$ cat src/rtl/keypad_emulator.sv
// rtl/keypad_emulator.sv - 3x4 matrix keypad model driving row lines from a timed key command
// Optional contact bounce: define KEYPAD_EMU_BOUNCE_EN.
module keypad_emulator #(
    parameter int PRESS_CYC  = 1_000_000,
    parameter int GAP_CYC    = 1_000_000,
    parameter int BOUNCE_CYC = 50_000
) (
    input  logic       clk,
    input  logic       rst_n,
    input  logic [2:0] col,
    input  logic       cmd_valid,
    input  logic [3:0] cmd_key,
    output logic       cmd_ready,
    output logic [3:0] row,
    output logic       busy,
    output logic       done,
    output logic       err
);

    if (PRESS_CYC < 1 || PRESS_CYC > 24'hFFFFFF || GAP_CYC < 1 || GAP_CYC > 24'hFFFFFF ||
        BOUNCE_CYC < 1 || BOUNCE_CYC > 24'hFFFFFF) begin : g_param_check
        $error("keypad_emulator: phase lengths must be 1 .. 2^24-1");
    end

`ifdef KEYPAD_EMU_BOUNCE_EN
    typedef enum logic [2:0] {S_IDLE, S_BOUNCE_ON, S_HOLD, S_BOUNCE_OFF, S_GAP} state_t;
    localparam logic [23:0] BOUNCE_LOAD = 24'(BOUNCE_CYC - 1);
`else
    typedef enum logic [1:0] {S_IDLE, S_HOLD, S_GAP} state_t;
`endif

    localparam logic [23:0] PRESS_LOAD = 24'(PRESS_CYC - 1);
    localparam logic [23:0] GAP_LOAD   = 24'(GAP_CYC - 1);

    state_t      state;
    logic [23:0] cnt;
    logic [1:0]  key_row;
    logic [1:0]  key_col;
    logic        done_q;
    logic        err_q;
    logic        contact;
    logic        col_sel;
    logic        cnt_zero;
    logic        key_ok;
    logic [1:0]  dec_row;
    logic [1:0]  dec_col;

    assign cnt_zero = (cnt == 24'd0);
    assign key_ok   = (cmd_key < 4'd12);
    assign dec_row  = 2'(cmd_key / 4'd3);
    assign dec_col  = 2'(cmd_key % 4'd3);

`ifdef KEYPAD_EMU_BOUNCE_EN
    logic [7:0] lfsr;

    // x^8+x^6+x^5+x^4+1; advances only while chattering so patterns repeat after reset
    always_ff @(posedge clk or negedge rst_n) begin
        if (!rst_n) begin
            lfsr <= 8'hA5;
        end else if (state == S_BOUNCE_ON || state == S_BOUNCE_OFF) begin
            lfsr <= {lfsr[6:0], lfsr[7] ^ lfsr[5] ^ lfsr[4] ^ lfsr[3]};
        end
    end
`endif

    always_ff @(posedge clk or negedge rst_n) begin
        if (!rst_n) begin
            state   <= S_IDLE;
            cnt     <= 24'd0;
            key_row <= 2'd0;
            key_col <= 2'd0;
            done_q  <= 1'b0;
            err_q   <= 1'b0;
        end else begin
            done_q <= 1'b0;
            err_q  <= 1'b0;
            case (state)
                S_IDLE: begin
                    if (cmd_valid) begin
                        if (key_ok) begin
                            key_row <= dec_row;
                            key_col <= dec_col;
`ifdef KEYPAD_EMU_BOUNCE_EN
                            state   <= S_BOUNCE_ON;
                            cnt     <= BOUNCE_LOAD;
`else
                            state   <= S_HOLD;
                            cnt     <= PRESS_LOAD;
`endif
                        end else begin
                            err_q <= 1'b1;
                        end
                    end
                end
`ifdef KEYPAD_EMU_BOUNCE_EN
                S_BOUNCE_ON: begin
                    if (cnt_zero) begin
                        state <= S_HOLD;
                        cnt   <= PRESS_LOAD;
                    end else begin
                        cnt <= cnt - 24'd1;
                    end
                end
                S_HOLD: begin
                    if (cnt_zero) begin
                        state <= S_BOUNCE_OFF;
                        cnt   <= BOUNCE_LOAD;
                    end else begin
                        cnt <= cnt - 24'd1;
                    end
                end
                S_BOUNCE_OFF: begin
                    if (cnt_zero) begin
                        state <= S_GAP;
                        cnt   <= GAP_LOAD;
                    end else begin
                        cnt <= cnt - 24'd1;
                    end
                end
`else
                S_HOLD: begin
                    if (cnt_zero) begin
                        state <= S_GAP;
                        cnt   <= GAP_LOAD;
                    end else begin
                        cnt <= cnt - 24'd1;
                    end
                end
`endif
                S_GAP: begin
                    if (cnt_zero) begin
                        state  <= S_IDLE;
                        done_q <= 1'b1;
                    end else begin
                        cnt <= cnt - 24'd1;
                    end
                end
                default: begin
                    state <= S_IDLE;
                    cnt   <= 24'd0;
                end
            endcase
        end
    end

    always_comb begin
        contact = 1'b0;
        case (state)
            S_HOLD:       contact = 1'b1;
`ifdef KEYPAD_EMU_BOUNCE_EN
            S_BOUNCE_ON:  contact = lfsr[0];
            S_BOUNCE_OFF: contact = lfsr[0];
`endif
            default:      contact = 1'b0;
        endcase
    end

    // Live column path: the switch connects row to column with no clocking
    always_comb begin
        col_sel = col[2];
        case (key_col)
            2'd0:    col_sel = col[0];
            2'd1:    col_sel = col[1];
            default: col_sel = col[2];
        endcase
    end

    assign row       = (contact & col_sel) ? (4'b0001 << key_row) : 4'b0000;
    assign cmd_ready = (state == S_IDLE);
    assign busy      = !cmd_ready;
    assign done      = done_q;
    assign err       = err_q;

endmodule

$ cat config.mk
export PLATFORM = sky130hd
export DESIGN_NAME = keypad_emulator
export DESIGN_NICKNAME = d
export VERILOG_FILES = /design/src/rtl/keypad_emulator.sv
export SDC_FILE = /design/constraint.sdc
export NUM_CORES = 1
export LEC_CHECK = 0
export ABC_CLOCK_PERIOD_IN_PS = 3700
export CAP_MARGIN = 20
export CORE_ASPECT_RATIO = 1.1
export CORE_UTILIZATION = 34
export DETAILED_ROUTE_END_ITERATION = 8
export DONT_BUFFER_PORTS = 1
export PLACE_DENSITY = 0.56
export SETUP_SLACK_MARGIN = 0.2
export SYNTH_ARGS = -nofsm -noshare
export SYNTH_HDL_FRONTEND = slang
export SYNTH_SLANG_ARGS = --single-unit
$ cat constraint.sdc
create_clock -name clk -period 3.7 [get_ports clk]
set_input_delay 0.74 -clock clk [delete_from_list [all_inputs] [get_ports clk]]
set_output_delay 0.74 -clock clk [all_outputs]
set_load 0.03 [all_outputs]
==> out/qor.yml <==
die_w_um: 75.39
p_switching_uw: 136.9
syn-instance-count: 225
final.min_clock_period_ns: 2.708
grt_first_pass_wirelength_mm: 7.327
max_freq_mhz: 369.3
fp.coreArea_um2: 5733
max_slew.worst_pin.slew_ns: 0.8859
dieArea_um2: 6237
ys.flop_type: "dfrtp_1"
required_ns: 3.90
ir_drop_mv: 0.1207
leakage_uw: 0.0008905
cp_top_family: "simple AND/OR/NAND/NOR gates"
nets: 241
clock_sink_count: 32
root_buffer: "clkbuf_8"
cp-end-kind: "flip-flop"
rows: 29
ys_async_sr_fraction: 1.000
syn_avg_cell_area_um2: 8.953
synth_area_leader_cell: "dfrtp_1"
slew_violations: 0
slew_headroom: 0.4048
wl_per_cell_um: 14.41
drt-initial-drc-count: 64
path_clk_slew_ns: 0.07
antenna_cells: 0
p_clk_frac: 0.431
cts_tree: "built"
slowest_stage: "or4_1"
globalplace.congestion: 0.7616
antenna_found_initial: 0
pwr-share-comb: 0.028
vias: 1703
synth-seq-cells: 32
first_pass_iters: 4
dp_hpwl_mm: 3.163
drv_cap: 0
sw_frac_of_total: 0.2118
grt_busiest_layer: "met2"
setup_tns_ns: 0
grt_use_met2: 0.2455
hold_violations: 0
viasPerCell: 5.602
crit_arrival_ns: 2.90
finalSetupViolations: 0
dieHeight_um: 82.73
post-route-drc-count: 0
fin_skew_ns: 0.002044
cts_buffers: 5
hold_path.class: "in2async"
grt_overflow: 0
ys_seq_area_frac: 0.3975
ant_nets: 0
rsz0062_at_grt: "false"
cts_max_level: 2
synth_cell_types: 47
crit_fanout: 11
cp_num_buf_inv: 0
grt_max_degree: 33
track_usage: 0.1567
yosys.area.top_type_share: 0.3975
yosysMostFrequentCell: "dfrtp_1"
synth_common_cells: "dfrtp_1, a21oi_1, nand2_1"
critPathMaxStageDelay_ns: 0.63
routed_wl_mm: 4.381
io_pins: 18
post_cts_buffers: 0
cts_resized: 0
synth.area.top_cells: "dfrtp_1, a21oi_1, or4_1"
clk_path_buf_depth: 2
powerDensity_nw_per_um2: 295.3
grt_util_met1: 0.2063
fill_cells: 610
power_frac_seq: 0.541
status: "finished clean"
grt_pass1_vias: 1518
crit_path_start_kind: "flip-flop"
synth_area_um2: 2014
finalCritPeriodShare: 0.7318
start_util: 0.3514
synthToLayoutAreaGrowth_pct: 8.634
synth-edff-count: 0
globalRouteMet3Util: 0.04126
port_buffers: 0
clock_latency_ns: 0.28
ys_warn_count: 0
internal-power_uw: 509.3
crit_chain: "or4_1 > or2_1 > or4_4 > or4b_1 > a21oi_1"
drive_above_1_share: 0.1057
synth_nets: 240
final_util: 0.3817
path_class: "reg2reg"
cts-hold-fix-buffers: 0
fin_total_pwr_uw: 646.2
## cells by family (layout without fill, tap and decap cells)
family / after synthesis / in the layout / share of synthesized area
muxes: 6 / 6 / 0.03106
buffers and inverters: 24 / 26 / 0.05093
AOI/OAI and AO/OA: 70 / 70 / 0.2267
DFF: 32 / 32 / 0.3975
and+or+nand+nor: 85 / 85 / 0.2497
adders and majority gates: 5 / 5 / 0.03106
xor gates and xnor gates: 3 / 3 / 0.01305
## cells in the final DEF (no fill, tap or decap), types with 2 or more instances in the layout
master    count
nand2b_1      5
dfrtp_1      32
a21oi_1      24
or3_1         7
xnor2_1       2
ha_1          5
nand3_1       7
or2_2         5
and3_1        4
nor2_1        7
nand4_1       3
mux2_2        2
o31ai_1       9
a21o_1        5
o41ai_1       3
o211a_1       2
o21a_1        4
or4_1        14
mux2i_1       4
o21ai_0       9
nand2_1      15
buf_4         6
clkbuf_8      6
nor3b_1       2
a41oi_1       2
a31oi_1       3
clkbuf_1      2
nor3_1        4
o22ai_1       2
inv_1        12
and2_1        2
nor4_1        4
## layout make-up
| class | instances | area, µm² | area share |
|---|---|---|---|
| tap | 77 | 96.34 | 0.04403 |
| multi-input combinational | 169 | 1111 | 0.5077 |
| clock buffer | 8 | 90.09 | 0.04117 |
| inverter | 12 | 45.04 | 0.02058 |
| sequential | 32 | 800.8 | 0.3659 |
| timing repair buffer | 6 | 45.04 | 0.02058 |
## final timing paths
path                                     endpoint  cells past startpoint  slack, ns              startpoint
setup / recovery              cnt[23]$_DFFE_PN0P_                      5       0.99     cnt[12]$_DFFE_PN0P_
hold / removal                cnt[16]$_DFFE_PN0P_                      0       0.15                   rst_n
setup reg to reg              cnt[23]$_DFFE_PN0P_                      5       0.99     cnt[12]$_DFFE_PN0P_
hold reg to reg            key_col[1]$_DFFE_PN0P_                      2       0.50  key_col[1]$_DFFE_PN0P_
max in group asynchronous      cnt[1]$_DFFE_PN0P_                      0       3.47                   rst_n
min in group clk           key_col[1]$_DFFE_PN0P_                      2       0.50  key_col[1]$_DFFE_PN0P_
## sequential cells by signal (all words and copies together), names as in the netlist
register and count:
err 1, key_col 2, done 1, state 2, cnt 24, key_row 2
## power groups by stage
| stage | Sequential [µW] | Combinational [µW] | Clock (µW) |
|---|---|---|---|
| 3_5_place_dp | 356 | 17.7 | 0 |
| 4_1_cts | 350 | 17.9 | 288 |
| 3_3_place_gp | 356 | 17.4 | 0 |
| 5_1_grt | 349 | 20.0 | 303 |
| 2_1_floorplan | 356 | 15.0 | 0 |
| 6_report | 350 | 17.9 | 278 |
## stage by stage
stage	hold slack [ns]	instances	instance area [µm²]	setup WS, ns
global placement	0.4455	296	2098	1.036
finish	0.1468	304	2188	0.9923
floorplan	0.4444	225	2014	1.086
detailed placement	0.4455	296	2098	1.013
CTS	0.1387	304	2188	0.9885
global route	0.1314	304	2188	0.8513
## per-layer routing
metal / vias to the layer above / wire, µm
li1: 850 / -
met1: 811 / 2091
met2: 33 / 2045
met3: 9 / 172
met4: 0 / 71
met5: - / 0
(Power assumes the default switching activity.)
